[src/rtl/dram_arb_if.sv]
// Bus bundle between two DRAM masters, the arbiter and a single-port data RAM.
// The bus uses zero-cycle request/grant. A master holds req, we, addr, wdata, wstrb and lock
// stable until it sees gnt=1. A beat transfers on the rising edge where req=1 and gnt=1.
// Read data returns with rvalid exactly one cycle later.
interface dram_arb_if #(
  parameter int ADDR_W = 14
);
  logic              m0_req;
  logic              m0_we;
  logic [ADDR_W-1:0] m0_addr;
  logic [31:0]       m0_wdata;
  logic [3:0]        m0_wstrb;
  logic              m0_lock;
  logic              m0_gnt;
  logic              m0_rvalid;
  logic [31:0]       m0_rdata;

  logic              m1_req;
  logic              m1_we;
  logic [ADDR_W-1:0] m1_addr;
  logic [31:0]       m1_wdata;
  logic [3:0]        m1_wstrb;
  logic              m1_lock;
  logic              m1_gnt;
  logic              m1_rvalid;
  logic [31:0]       m1_rdata;

  logic              ram_en;
  logic              ram_we;
  logic [ADDR_W-1:0] ram_addr;
  logic [31:0]       ram_wdata;
  logic [3:0]        ram_wstrb;
  logic [31:0]       ram_rdata;
  logic              owner;

  modport slave (
    input  m0_req, m0_we, m0_addr, m0_wdata, m0_wstrb, m0_lock,
    input  m1_req, m1_we, m1_addr, m1_wdata, m1_wstrb, m1_lock,
    input  ram_rdata,
    output m0_gnt, m0_rvalid, m0_rdata,
    output m1_gnt, m1_rvalid, m1_rdata,
    output ram_en, ram_we, ram_addr, ram_wdata, ram_wstrb, owner
  );

  modport master (
    output m0_req, m0_we, m0_addr, m0_wdata, m0_wstrb, m0_lock,
    output m1_req, m1_we, m1_addr, m1_wdata, m1_wstrb, m1_lock,
    output ram_rdata,
    input  m0_gnt, m0_rvalid, m0_rdata,
    input  m1_gnt, m1_rvalid, m1_rdata,
    input  ram_en, ram_we, ram_addr, ram_wdata, ram_wstrb, owner
  );
endinterface

[src/rtl/dram_arbiter.sv]
// Two-master round-robin arbiter in front of a single-port data RAM, with 1-cycle read return.
// Define DRAM_ARB_LOCK_EN to honour mN_lock (bounded by LOCK_MAX beats); otherwise lock is ignored.
module dram_arbiter #(
  parameter int ADDR_W   = 14,
  parameter int LOCK_MAX = 16
) (
  input  logic       clk,
  input  logic       rst,
  dram_arb_if.slave  bus,
  output logic [1:0] o_state
);

  typedef enum logic [1:0] {
    IDLE = 2'd0,
    OWN0 = 2'd1,
    OWN1 = 2'd2
  } state_t;

  state_t r_state;
  logic   r_last;
  logic   r_owner;
  logic   r_rv0;
  logic   r_rv1;
  logic   w_hold;
  logic   w_gnt0;
  logic   w_gnt1;

`ifdef DRAM_ARB_LOCK_EN
  localparam int CNT_W = $clog2(LOCK_MAX + 1);

  logic             r_locked;
  logic [CNT_W-1:0] r_cnt;
  logic             w_own_req;
  logic             w_own_lock;
  logic             w_lock_in;
  logic             w_same;

  assign w_own_req  = (r_state == OWN1) ? bus.m1_req  : bus.m0_req;
  assign w_own_lock = (r_state == OWN1) ? bus.m1_lock : bus.m0_lock;
  assign w_lock_in  = w_gnt1 ? bus.m1_lock : bus.m0_lock;
  assign w_same     = (w_gnt1 ? OWN1 : OWN0) == r_state;

  // Lock lapses once the owner goes quiet with lock=0, or after LOCK_MAX locked beats.
  assign w_hold = r_locked && (r_state != IDLE) && (w_own_req || w_own_lock) &&
                  (r_cnt < CNT_W'(LOCK_MAX));
`else
  logic w_unused_lock;

  assign w_unused_lock = bus.m0_lock ^ bus.m1_lock;
  assign w_hold        = 1'b0;
`endif

  // r_last=1 means m1 won most recently, so m0 wins the next conflict.
  always_comb begin
    w_gnt0 = 1'b0;
    w_gnt1 = 1'b0;
    if (!rst) begin
      if (w_hold) begin
        if (r_state == OWN0) w_gnt0 = bus.m0_req;
        else                 w_gnt1 = bus.m1_req;
      end else if (bus.m0_req && bus.m1_req) begin
        if (r_last) w_gnt0 = 1'b1;
        else        w_gnt1 = 1'b1;
      end else begin
        w_gnt0 = bus.m0_req;
        w_gnt1 = bus.m1_req;
      end
    end
  end

  assign bus.m0_gnt = w_gnt0;
  assign bus.m1_gnt = w_gnt1;
  assign bus.ram_en = w_gnt0 | w_gnt1;

  always_comb begin
    bus.ram_we    = 1'b0;
    bus.ram_addr  = '0;
    bus.ram_wdata = '0;
    bus.ram_wstrb = '0;
    if (w_gnt0) begin
      bus.ram_we    = bus.m0_we;
      bus.ram_addr  = bus.m0_addr;
      bus.ram_wdata = bus.m0_wdata;
      bus.ram_wstrb = bus.m0_wstrb;
    end else if (w_gnt1) begin
      bus.ram_we    = bus.m1_we;
      bus.ram_addr  = bus.m1_addr;
      bus.ram_wdata = bus.m1_wdata;
      bus.ram_wstrb = bus.m1_wstrb;
    end
  end

  // Gating with rst drops a read that was granted just before reset.
  assign bus.m0_rvalid = r_rv0 & ~rst;
  assign bus.m1_rvalid = r_rv1 & ~rst;
  assign bus.m0_rdata  = bus.m0_rvalid ? bus.ram_rdata : 32'd0;
  assign bus.m1_rdata  = bus.m1_rvalid ? bus.ram_rdata : 32'd0;
  assign bus.owner     = r_owner & ~rst;
  assign o_state       = r_state;

  always_ff @(posedge clk) begin
    if (rst) begin
      r_state  <= IDLE;
      r_last   <= 1'b1;
      r_owner  <= 1'b0;
      r_rv0    <= 1'b0;
      r_rv1    <= 1'b0;
`ifdef DRAM_ARB_LOCK_EN
      r_locked <= 1'b0;
      r_cnt    <= '0;
`endif
    end else begin
      r_rv0 <= w_gnt0 & ~bus.m0_we;
      r_rv1 <= w_gnt1 & ~bus.m1_we;
      if (w_gnt0 || w_gnt1) begin
        r_state <= w_gnt1 ? OWN1 : OWN0;
        r_last  <= w_gnt1;
        r_owner <= w_gnt1;
`ifdef DRAM_ARB_LOCK_EN
        if (w_lock_in) begin
          r_locked <= 1'b1;
          if (w_same && (r_cnt < CNT_W'(LOCK_MAX))) r_cnt <= r_cnt + CNT_W'(1);
          else                                      r_cnt <= CNT_W'(1);
        end else begin
          r_locked <= 1'b0;
          r_cnt    <= '0;
        end
`endif
      end else if (!w_hold) begin
        r_state  <= IDLE;
`ifdef DRAM_ARB_LOCK_EN
        r_locked <= 1'b0;
        r_cnt    <= '0;
`endif
      end
    end
  end

endmodule

[src/flat_wrapper.sv]
// flat-port wrapper written by rule: the top's interface ports become plain ports
module dram_arbiter_flat 
#(
  parameter int ADDR_W   = 14,
  parameter int LOCK_MAX = 16
)
  (clk, rst, o_state, bus_m0_req, bus_m0_we, bus_m0_addr, bus_m0_wdata, bus_m0_wstrb, bus_m0_lock, bus_m1_req, bus_m1_we, bus_m1_addr, bus_m1_wdata, bus_m1_wstrb, bus_m1_lock, bus_ram_rdata, bus_m0_gnt, bus_m0_rvalid, bus_m0_rdata, bus_m1_gnt, bus_m1_rvalid, bus_m1_rdata, bus_ram_en, bus_ram_we, bus_ram_addr, bus_ram_wdata, bus_ram_wstrb, bus_owner);
  dram_arb_if #(.ADDR_W(ADDR_W)) bus_i ();
  input  logic clk;
  input  logic rst;
  output logic [1:0] o_state;
  input wire logic [$bits(bus_i.m0_req)-1:0] bus_m0_req;
  input wire logic [$bits(bus_i.m0_we)-1:0] bus_m0_we;
  input wire logic [$bits(bus_i.m0_addr)-1:0] bus_m0_addr;
  input wire logic [$bits(bus_i.m0_wdata)-1:0] bus_m0_wdata;
  input wire logic [$bits(bus_i.m0_wstrb)-1:0] bus_m0_wstrb;
  input wire logic [$bits(bus_i.m0_lock)-1:0] bus_m0_lock;
  input wire logic [$bits(bus_i.m1_req)-1:0] bus_m1_req;
  input wire logic [$bits(bus_i.m1_we)-1:0] bus_m1_we;
  input wire logic [$bits(bus_i.m1_addr)-1:0] bus_m1_addr;
  input wire logic [$bits(bus_i.m1_wdata)-1:0] bus_m1_wdata;
  input wire logic [$bits(bus_i.m1_wstrb)-1:0] bus_m1_wstrb;
  input wire logic [$bits(bus_i.m1_lock)-1:0] bus_m1_lock;
  input wire logic [$bits(bus_i.ram_rdata)-1:0] bus_ram_rdata;
  output wire logic [$bits(bus_i.m0_gnt)-1:0] bus_m0_gnt;
  output wire logic [$bits(bus_i.m0_rvalid)-1:0] bus_m0_rvalid;
  output wire logic [$bits(bus_i.m0_rdata)-1:0] bus_m0_rdata;
  output wire logic [$bits(bus_i.m1_gnt)-1:0] bus_m1_gnt;
  output wire logic [$bits(bus_i.m1_rvalid)-1:0] bus_m1_rvalid;
  output wire logic [$bits(bus_i.m1_rdata)-1:0] bus_m1_rdata;
  output wire logic [$bits(bus_i.ram_en)-1:0] bus_ram_en;
  output wire logic [$bits(bus_i.ram_we)-1:0] bus_ram_we;
  output wire logic [$bits(bus_i.ram_addr)-1:0] bus_ram_addr;
  output wire logic [$bits(bus_i.ram_wdata)-1:0] bus_ram_wdata;
  output wire logic [$bits(bus_i.ram_wstrb)-1:0] bus_ram_wstrb;
  output wire logic [$bits(bus_i.owner)-1:0] bus_owner;
  assign bus_i.m0_req = bus_m0_req;
  assign bus_i.m0_we = bus_m0_we;
  assign bus_i.m0_addr = bus_m0_addr;
  assign bus_i.m0_wdata = bus_m0_wdata;
  assign bus_i.m0_wstrb = bus_m0_wstrb;
  assign bus_i.m0_lock = bus_m0_lock;
  assign bus_i.m1_req = bus_m1_req;
  assign bus_i.m1_we = bus_m1_we;
  assign bus_i.m1_addr = bus_m1_addr;
  assign bus_i.m1_wdata = bus_m1_wdata;
  assign bus_i.m1_wstrb = bus_m1_wstrb;
  assign bus_i.m1_lock = bus_m1_lock;
  assign bus_i.ram_rdata = bus_ram_rdata;
  assign bus_m0_gnt = bus_i.m0_gnt;
  assign bus_m0_rvalid = bus_i.m0_rvalid;
  assign bus_m0_rdata = bus_i.m0_rdata;
  assign bus_m1_gnt = bus_i.m1_gnt;
  assign bus_m1_rvalid = bus_i.m1_rvalid;
  assign bus_m1_rdata = bus_i.m1_rdata;
  assign bus_ram_en = bus_i.ram_en;
  assign bus_ram_we = bus_i.ram_we;
  assign bus_ram_addr = bus_i.ram_addr;
  assign bus_ram_wdata = bus_i.ram_wdata;
  assign bus_ram_wstrb = bus_i.ram_wstrb;
  assign bus_owner = bus_i.owner;
  dram_arbiter #(.ADDR_W(ADDR_W), .LOCK_MAX(LOCK_MAX)) u_core (.clk(clk), .rst(rst), .bus(bus_i), .o_state(o_state));
endmodule
[config.mk]
export PLATFORM = sky130hd
export DESIGN_NAME = dram_arbiter_flat
export DESIGN_NICKNAME = d
export VERILOG_FILES = /design/src/rtl/dram_arb_if.sv /design/src/rtl/dram_arbiter.sv /design/src/flat_wrapper.sv
export SDC_FILE = /design/constraint.sdc
export NUM_CORES = 1
export LEC_CHECK = 0
export CAP_MARGIN = 20
export CORE_AREA = 3 3 100 102
export DETAILED_ROUTE_END_ITERATION = 12
export DIE_AREA = 0 0 103 105
export GPL_TIMING_DRIVEN = 0
export HOLD_SLACK_MARGIN = 0.03
export MAX_ROUTING_LAYER = met4
export PLACE_DENSITY = 0.73
export SYNTH_ARGS = -nofsm -noshare
export SYNTH_HDL_FRONTEND = slang
export SYNTH_SLANG_ARGS = --single-unit
[constraint.sdc]
create_clock -name clk -period 3.3 [get_ports clk]
set_input_delay 0.33 -clock clk [delete_from_list [all_inputs] [get_ports clk]]
set_output_delay 0.33 -clock clk [all_outputs]
set_load 0.005 [all_outputs]
==> impl_metrics.tcl <==
set metrics [dict create \
    rsz0062_at_grt "no" \
    die_w_um 103 \
    tns_ns 0 \
    wl_per_cell_um 16.1 \
    synth_top_family_by_area "simple AND/OR/NAND/NOR gates" \
    route.vias.total 2713 \
    viasPerCell 4.54 \
    core_mm2 0.00920 \
    p_int_uw 451 \
    synth_ff_type "dfxtp_1" \
    hold_violations 0 \
    grt_antenna_before_repair 3 \
    vdd_ir_drop_max_mv 0.0991 \
    synth_edf_count 0 \
    synth_top_area_frac 0.289 \
    grt.overflow.total 0 \
    postRouteWirelength_um 9620 \
    grt_max_degree 11 \
    drive_gt1_frac 0.0682 \
    die_h_um 105 \
    use_met2 0.308 \
    portBuffers 259 \
    syn-instance-count 222 \
    grt_pass1_wl_um 13800 \
    worstPathArrival_ns 2.23 \
    crit_type "primary input to output port" \
    skew_ns 0.00319 \
    setup_viol 0 \
    dp_cells 592 \
    period_needed_ns 2.56 \
    yosysWarnings 0 \
    clockBufferDepth 2 \
    die_area_mm2 0.0108 \
    relSlewSlack 0.708 \
    cp_data_required_time_ns 2.97 \
    p_sw_uw 183 \
    final.fill_count 918 \
    synthMuxAreaShare 0 \
    cp_max_fo 10 \
    met1_usage 0.161 \
    holdWs_ns 0.512 \
    synth_seq_cells 6 \
    yosys-top-cells-count "and2_1 (64), nor2_1 (57), a32oi_1 (51), buf_6 (18), dfxtp_1 (6)" \
    cts_setup_buffers 0 \
    powerDensity_mw_per_mm2 147 \
    async_flop_share 0 \
    worst_pin_slew_ns 0.438 \
    ys_seq_area_frac 0.0776 \
    drt_iter0_markers 85 \
    grt_pass1_vias 2783 \
    holdBufCountCts 0 \
    combPwrFrac 0.698 \
    syn_area_per_cell_um2 6.97 \
    post-route-drc-count 0 \
    maxSlewViolCount 0 \
    dp_slack_ns 0.734 \
    finalNonFillerCells 598 \
    start_util 0.168 \
    synth_compound_area_frac 0.312 \
    cts_resized 0 \
    seq_power_share 0.125 \
    hold_class "primary input to flip-flop" \
    syn2layout_area_growth_pct 180 \
    numCtsBuffers 3 \
    clkPwrFrac 0.177 \
    fmax_ghz 0.390 \
    busiest_layer "met2" \
    gp_congestion 0.961 \
    yosysTopAreaCell "a32oi_1" \
    clock_latency_ns 0.23 \
    rows 35 \
    cp-end-kind "output port" \
    grt_usage 0.165 \
    grt_use_met3 0.0354 \
    multi_input_comb_area_mm2 0.00116 \
    setup_ws_ns 0.739 \
    synth-adder-area-share 0 \
    ios 263 \
    synth_most_common_cell "and2_1" \
    cts_max_level 1 \
    synthXorXnorAreaFrac 0 \
    clk_pin_slew_ns 0.04 \
    syn_area_mm2 0.00155 \
    clock_sinks 6 \
    detail-route-antenna-nets 0 \
    cts_tree "built" \
    cap_violations 0 \
    synthSimpleGateAreaFrac 0.439 \
    drt-pass1-iter-count 4 \
    status "complete, no violations" \
    p_leak_uw 0.00159 \
    cp-start-kind "primary input" \
    yosysUniqueCellTypes 20 \
    dp_hpwl_um 8270 \
    nNetsFinal 626 \
    ys_top_cells_by_area "a32oi_1 (29%), and2_1 (26%), nor2_1 (14%)" \
    regArea_um2 120 \
    switching_share 0.288 \
    period_share 0.776 \
    cts_root_buffer "clkbuf_8" \
    synthesis.nets 362 \
]
-- cell usage in the layout, fill, tap and decap left out --
cell type / Yosys / layout
a21boi_4: 1 / 1
a21oi_1: 1 / 1
a32oi_1: 51 / 51
and2_1: 64 / 64
buf_2: 2 / 2
buf_6: 18 / 18
clkbuf_1: 5 / 5
clkbuf_2: 4 / 4
clkbuf_8: 1 / 4
clkdlybuf4s50_1: 0 / 259
dfxtp_1: 6 / 6
diode_2: 0 / 3
nand2_1: 2 / 2
nand2_2: 1 / 1
nand2b_1: 2 / 2
nor2_1: 57 / 57
nor2b_1: 1 / 1
nor2b_2: 2 / 2
nor3_1: 1 / 1
nor3_2: 1 / 1
o21ai_0: 1 / 1
o21bai_1: 1 / 1
-- through the flow --
| step | area, µm² | power (µW) | utilization |
|---|---|---|---|
| floorplan | 1550 | 220 | - |
| global placement | 4280 | 517 | 0.465 |
| detailed placement | 4280 | 523 | 0.465 |
| CTS | 4320 | 638 | 0.470 |
| global route | 4330 | 674 | 0.471 |
| finish | 4330 | 634 | 0.471 |
-- power groups by stage --
stage	combinational, µW	clock [µW]	sequential, µW
after CTS	446	114	79.0
after floorplan	140	0	79.9
after detailed placement	443	0	80.1
final	443	112	79.1
after global routing	476	119	79.5
after global placement	437	0	80.0
-- critical path, cell delays in order --
cell             delay (ns)
clkdlybuf4s50_1        0.58
a21boi_4               0.41
buf_6                  0.20
a32oi_1                0.09
nor2_1                 0.11
clkdlybuf4s50_1        0.51
-- metal layers --
layer	vias up	share of wire	wire length (µm)
li1	1328	-	-
met1	1199	0.35	3370
met2	166	0.53	5070
met3	20	0.094	906
met4	0	0.028	267
met5	-	0	0
-- state kept, by name, indices dropped and copies added, names as in the netlist --
register and count:
u_core.r_last 1, u_core.r_rv1 1, u_core.r_rv0 1, u_core.o_state 2
u_core.r_owner 1
-- kinds of logic after synthesis --
logic type	Yosys count
simple gates	131
buf+inv	30
compound gates	55
flops	6
-- final timing paths --
path / startpoint / to / slack, ns / cells after the start
worst max-delay path: bus_m1_req / bus_ram_wdata[0] / 0.74 / 6
worst min register to register: u_core.r_owner / u_core.r_owner / 0.54 / 2
worst max register to register: u_core.r_last / u_core.r_rv0 / 2.18 / 5
worst min-delay path: rst / u_core.r_owner / 0.51 / 3
-- cell type report --
type                            count  area share
Timing Repair Buffer              259       0.599
Multi-Input combinational cell    186       0.269
Buffer                             30      0.0613
Tap cell                          111      0.0321
Sequential cell                     6      0.0278
Clock buffer                        3     0.00954
Antenna cell                        3     0.00173
Power figures use the tool's default switching activity.
